<file path="src/rtl/pic_pkg.sv">
// Shared types, opcode patterns and strobe decode for the 12-bit PIC instruction sequencer.
package pic_pkg;

  localparam int PC_W_DEF = 9;

  typedef enum logic [1:0] {
    Q1 = 2'd0,
    Q2 = 2'd1,
    Q3 = 2'd2,
    Q4 = 2'd3
  } q_state_e;

  typedef struct packed {
    logic w_we;
    logic f_we;
    logic status_we;
  } strobe_t;

  localparam logic [6:0] OP7_MOVWF  = 7'b0000001;
  localparam logic [6:0] OP7_CLRW   = 7'b0000010;
  localparam logic [6:0] OP7_CLRF   = 7'b0000011;
  localparam logic [5:0] OP6_DECF   = 6'b000011;
  localparam logic [5:0] OP6_ANDWF  = 6'b000101;
  localparam logic [5:0] OP6_XORWF  = 6'b000110;
  localparam logic [5:0] OP6_ADDWF  = 6'b000111;
  localparam logic [5:0] OP6_COMF   = 6'b001001;
  localparam logic [5:0] OP6_INCF   = 6'b001010;
  localparam logic [5:0] OP6_DECFSZ = 6'b001011;
  localparam logic [5:0] OP6_RRF    = 6'b001100;
  localparam logic [5:0] OP6_RLF    = 6'b001101;
  localparam logic [5:0] OP6_INCFSZ = 6'b001111;
  localparam logic [2:0] OP3_BITSET = 3'b010;
  localparam logic [3:0] OP4_BTFSC  = 4'b0110;
  localparam logic [3:0] OP4_BTFSS  = 4'b0111;
  localparam logic [3:0] OP4_RETLW  = 4'b1000;
  localparam logic [3:0] OP4_CALL   = 4'b1001;
  localparam logic [2:0] OP3_GOTO   = 3'b101;
  localparam logic [3:0] OP4_MOVLW  = 4'b1100;
  localparam logic [3:0] OP4_ANDLW  = 4'b1110;
  localparam logic [3:0] OP4_XORLW  = 4'b1111;

  function automatic strobe_t decode_strobes(input logic [11:0] ir);
    strobe_t s;
    logic    d_op;
    s = '0;
    // Byte ops from SUBWF upward carry a destination bit in ir[5].
    d_op = (ir[11:10] == 2'b00) && (ir[9:7] != 3'b000);
    if (d_op) begin
      s.w_we = ~ir[5];
      s.f_we = ir[5];
    end
    if (ir[11:5] == OP7_MOVWF || ir[11:5] == OP7_CLRF || ir[11:9] == OP3_BITSET)
      s.f_we = 1'b1;
    if (ir[11:5] == OP7_CLRW || ir[11:8] inside {OP4_RETLW, OP4_MOVLW, OP4_ANDLW, OP4_XORLW})
      s.w_we = 1'b1;
    if (ir[11:6] inside {OP6_ADDWF, OP6_ANDWF, OP6_COMF, OP6_DECF, OP6_INCF, OP6_XORWF,
                         OP6_RLF, OP6_RRF} ||
        ir[11:5] inside {OP7_CLRF, OP7_CLRW} ||
        ir[11:8] inside {OP4_ANDLW, OP4_XORLW})
      s.status_we = 1'b1;
    return s;
  endfunction

endpackage

</file>
<file path="src/rtl/pic_stack.sv">
// Two-level return-address stack; overflow drops the oldest entry, underflow repeats s0.
module pic_stack
  import pic_pkg::*;
#(
  parameter int W = PC_W_DEF
) (
  input  logic         clk,
  input  logic         rst,
  input  logic         push,
  input  logic         pop,
  input  logic [W-1:0] din,
  output logic [W-1:0] dout
);

  logic [W-1:0] r_s0;
  logic [W-1:0] r_s1;

  always_ff @(posedge clk) begin
    if (rst) begin
      r_s0 <= '0;
      r_s1 <= '0;
    end else if (push) begin
      r_s1 <= r_s0;
      r_s0 <= din;
    end else if (pop) begin
      r_s0 <= r_s1;
    end
  end

  assign dout = r_s0;

endmodule

</file>
<file path="src/rtl/pic_ctrl.sv">
// Q1..Q4 instruction sequencer: fetch into IR, decode write strobes, update PC and call stack.
module pic_ctrl
  import pic_pkg::*;
#(
  parameter int              PC_W      = PC_W_DEF,
  parameter logic [PC_W-1:0] RESET_VEC = 9'h0FF
) (
  input  logic            clk,
  input  logic            rst,
  input  logic            run,
  input  logic [11:0]     prog_data,
  input  logic [7:0]      f_data,
  input  logic            fz,
  output logic [PC_W-1:0] pc_out,
  output logic [11:0]     ir_bus,
  output logic [4:0]      f_addr,
  output logic            alu_lit_sel,
  output logic            w_we,
  output logic            f_we,
  output logic            status_we,
  output logic [1:0]      q_state
);

  q_state_e        r_q, w_q_nxt;
  logic [PC_W-1:0] r_pc, w_pc_nxt, w_pc_inc, w_stk_dout;
  logic [11:0]     r_ir, w_ir_nxt;
  logic            r_flush, w_flush_nxt;
  logic            w_push, w_pop;
  strobe_t         w_stb;

  assign w_pc_inc = r_pc + PC_W'(1);

  always_comb begin
    w_q_nxt     = r_q;
    w_ir_nxt    = r_ir;
    w_flush_nxt = r_flush;
    w_pc_nxt    = r_pc;
    w_push      = 1'b0;
    w_pop       = 1'b0;
    w_stb       = '0;
    if (run) begin
      unique case (r_q)
        Q1: begin
          w_q_nxt     = Q2;
          w_ir_nxt    = r_flush ? 12'h000 : prog_data;
          w_flush_nxt = 1'b0;
        end
        Q2: w_q_nxt = Q3;
        Q3: w_q_nxt = Q4;
        Q4: begin
          // Retire edge: strobes are live only while run is high here, so a stall repeats nothing.
          w_q_nxt  = Q1;
          w_stb    = decode_strobes(r_ir);
          w_pc_nxt = w_pc_inc;
          if (r_ir[11:9] == OP3_GOTO) begin
            w_pc_nxt    = PC_W'(r_ir[8:0]);
            w_flush_nxt = 1'b1;
          end else if (r_ir[11:8] == OP4_CALL) begin
            w_push      = 1'b1;
            w_pc_nxt    = PC_W'(r_ir[7:0]);
            w_flush_nxt = 1'b1;
          end else if (r_ir[11:8] == OP4_RETLW) begin
            w_pop       = 1'b1;
            w_pc_nxt    = w_stk_dout;
            w_flush_nxt = 1'b1;
          end else if (r_ir[11:6] == OP6_DECFSZ || r_ir[11:6] == OP6_INCFSZ) begin
            w_flush_nxt = fz;
          end else if (r_ir[11:8] == OP4_BTFSC) begin
            w_flush_nxt = ~f_data[r_ir[7:5]];
          end else if (r_ir[11:8] == OP4_BTFSS) begin
            w_flush_nxt = f_data[r_ir[7:5]];
          end
        end
      endcase
    end
  end

  always_ff @(posedge clk) begin
    if (rst) begin
      r_q     <= Q1;
      r_pc    <= RESET_VEC;
      r_ir    <= 12'h000;
      r_flush <= 1'b0;
    end else begin
      r_q     <= w_q_nxt;
      r_pc    <= w_pc_nxt;
      r_ir    <= w_ir_nxt;
      r_flush <= w_flush_nxt;
    end
  end

  pic_stack #(.W(PC_W)) u_stack (
    .clk  (clk),
    .rst  (rst),
    .push (w_push),
    .pop  (w_pop),
    .din  (w_pc_inc),
    .dout (w_stk_dout)
  );

  assign pc_out      = r_pc;
  assign ir_bus      = r_ir;
  assign f_addr      = r_ir[4:0];
  assign alu_lit_sel = r_ir[11];
  assign q_state     = r_q;
  assign w_we        = w_stb.w_we & ~rst;
  assign f_we        = w_stb.f_we & ~rst;
  assign status_we   = w_stb.status_we & ~rst;

endmodule
</file>
<file path="config.mk">
export PLATFORM = sky130hd
export DESIGN_NAME = pic_ctrl
export DESIGN_NICKNAME = d
export VERILOG_FILES = /design/src/rtl/pic_pkg.sv /design/src/rtl/pic_stack.sv /design/src/rtl/pic_ctrl.sv
export SDC_FILE = /design/constraint.sdc
export NUM_CORES = 1
export LEC_CHECK = 0
export CORE_MARGIN = 8
export CORE_UTILIZATION = 36
export DETAILED_ROUTE_END_ITERATION = 12
export HOLD_SLACK_MARGIN = 0.05
export PLACE_DENSITY = 0.65
export SYNTH_ARGS = -nofsm -noshare
export SYNTH_HDL_FRONTEND = slang
export SYNTH_HIERARCHICAL = 1
export SYNTH_SLANG_ARGS = --single-unit
</file>
<file path="constraint.sdc">
create_clock -name clk -period 1.6 [get_ports clk]
set_input_delay 0.4 -clock clk [delete_from_list [all_inputs] [get_ports clk]]
set_output_delay 0.4 -clock clk [all_outputs]
set_load 0.01 [all_outputs]
</file>
==> summary.txt <==
flip-flop and latch count after synthesis: 42
crit path kind: reg2out
clk slew on worst S/H paths: 0.07 ns
Clk pwr share: 27.6%
Slew @ Worst Pin: 0.499 ns
setup slack after layout: -0.439 ns
post-synth top area share: 34.3%
fin crit share: 127%
RSZ-0062 raised after global routing: yes
internal power: 1670 uW
total power draw: 2350 uW
Power Density: 650 nW/um^2
Starting DRT DRC Count: 69
first-pass GRT wire length: 11.7 mm
EDFF count, synth: 0
placement row count: 30
core area: 6680 sq um
clk sink count: 42
Longest Clk Path Bufs: 2
Post-synth top cells: 42 x dfxtp_1, 34 x nor2_1, 21 x mux2i_1
CTS root buffer: clkbuf_8
crit path time final: 2.04 ns
gr usage total: 14.6%
Final Hold Fails: 0
Synth Warn #: 6
Num CTS Buffers: 5
Net Sw Power: 676 uW
most numerous cell in the Yosys netlist: dfxtp_1
fin cells: 445
Crit-path slowest cell: or3b_1
H-tree levels: 2
slowest stage delay, CP: 0.38 ns
Slew headroom: 66.7%
Setup crit start kind: flip-flop
Crit. End Element: output port
global placer's final weighted congestion: 0.816
Routed Antenna Nets: 0
placed cell count: 428
largest net degree at the start of global routing: 28
Cell Area, Synth: 2450 sq um
cells after synthesis: 283
Avg WL per Cell: 16.1 um
via count: 2327
hpwl dp: 4.95 mm
status: finished with violations
Layout Skew: 0.00719 ns
Switching Share: 28.8%
Buffers on Ports: 55
fraction of registers with async set/reset: 0%
min-delay worst type: reg2reg
Synth area leader: dfxtp_1
WP data required: 1.20 ns
top post-synthesis cells by area: dfxtp_1 34%, mux2i_1 8.6%, nor2_1 5.2%
Starting Density: 36.7%
Slew Viols, Final: 0
critical-path maximum fanout: 3
Gate power share: 25.3%
TritonRoute pass-1 iters: 4
critical path arrival: 1.64 ns
register area share after synthesis: 34.3%
Netlist cell types: 51
# DRC: 0
Synthesized Nets: 312
Synth Flop Type: dfxtp_1
worst-path cell chain: or3b_1 > a31oi_1 > o21ai_1 > a211oi_2 > buf_2
layout cell share with drive strength beyond 1: 28.5%
drt via density: 5.23
Total Routed Length: 7.16 mm
Lkg Pwr: 0.00145 uW
n_diodes: 0
share of power burned in registers: 47.1%
Die Y: 98.5 um
synthesis-to-layout area growth: 47.4%
max cap viols: 0
grt ovf: 0
failing checks: setup timing
# setup viols final: 23
Avg Cell Area, Syn: 8.66 sq um
latest clock arrival within the worst-skew pair: 0.29 ns
vias in the first global route: 2464
antenna violations before repair: 0
# IOs: 56
CTS tree: built
die width: 98.5 um
fmax: 0.490 GHz
nets: 394
Die Area: 9710 sq um
Peak VDD IR: 0.000367 V
hold_buf cts: 0
## state kept, by name (all words and copies together), names as in the netlist
register / flops
ir_bus: 12
pc_out: 9
q_state: 2
r_flush: 1
u_stack/dout: 9
u_stack/r_s1: 9
## kinds of logic after synthesis
group | count (synthesis) | share of synthesized area (%)
fa+ha+maj | 5 | 2.55
buf+inv | 34 | 8.22
flops | 42 | 34.3
xor+xnor | 7 | 2.50
simple gates | 100 | 21.7
mux | 23 | 10.6
compound gates | 72 | 20.2
## path summary, 6_finish.rpt
path	startpoint	to	slack, ns	cells after the start
worst max-delay path	ir_bus[6]$_SDFFE_PP0P_	status_we	-0.44	5
worst min register to register	u_stack/r_s1[6]$_SDFFE_PP0P_	u_stack/r_s1[6]$_SDFFE_PP0P_	0.50	2
worst max register to register	q_state[1]$_SDFFE_PP0P_	u_stack/r_s1[4]$_SDFFE_PP0P_	-0.11	9
worst min-delay path	u_stack/r_s1[6]$_SDFFE_PP0P_	u_stack/r_s1[6]$_SDFFE_PP0P_	0.50	2
## final cells by class
type                       count  area [sq um]
tap                           80           100
clock buffer                   7          76.3
sequential                    42           851
multi-input combinational    207          1580
timing repair buffer         104           981
inverter                       5          26.3
fill                         641          3070
## placed cells by master (no fill, tap or decap), drive strengths merged, types with 6 or more instances in the layout
| cell | synthesis | layout |
|---|---|---|
| dfxtp | 42 | 42 |
| a211oi | 17 | 17 |
| nand2 | 12 | 12 |
| a21oi | 18 | 18 |
| buf | 21 | 51 |
| nand3 | 6 | 6 |
| clkdlybuf4s50 | 0 | 22 |
| dlygate4sd2 | 0 | 27 |
| o21ai | 12 | 12 |
| o21a | 7 | 7 |
| nor2b | 12 | 12 |
| mux2i | 21 | 21 |
| clkbuf | 8 | 9 |
| nor2 | 34 | 34 |
| nor3b | 13 | 13 |
## metrics by stage
step                      hold WS, ns  cell area [sq um]  utilization (%)  setup TNS [ns]  setup WS [ns]
after floorplan                 0.460               2500                -          -0.167        -0.0896
after global placement          0.475               3290             49.3          -12.32         -0.651
after detailed placement        0.483               3290             49.3          -13.12         -0.672
after CTS                       0.502               3600             53.9           -2.36         -0.430
after global routing            0.527               3610             54.1           -4.49         -0.498
final                           0.496               3610             54.1           -2.17         -0.439
## what timing repair did
item                       4_1_cts  5_1_grt
setup endpoints to repair       52       31
gates cloned                     2        0
pin swaps                        6        6
gates resized for setup         83        9
setup buffers                    9        0
## metal layers
layer	GRT usage [%]	part of all wire, %	up-vias
met3	4.86	6.0	6
met2	25.3	49	60
li1	-	-	1175
met4	3.07	0.71	0
met5	0	0	-
met1	17.0	44	1086
## power by group through the flow
stage	Combinational, uW	Clock, uW	Sequential (uW)
final	594	649	1110
after global routing	647	719	1110
after CTS	588	672	1110
after detailed placement	572	0	1130
after global placement	566	0	1130
after floorplan	297	0	1150
## critical path: cells and delay by family, from the launching register on
kind / cells / cell delay, ns
buffers and inverters: 1 / 0.17
AND/OR/NAND/NOR: 1 / 0.38
flip-flops: 1 / 0.33
AO/OA/AOI/OAI: 3 / 0.47
(Power assumes the default switching activity.)
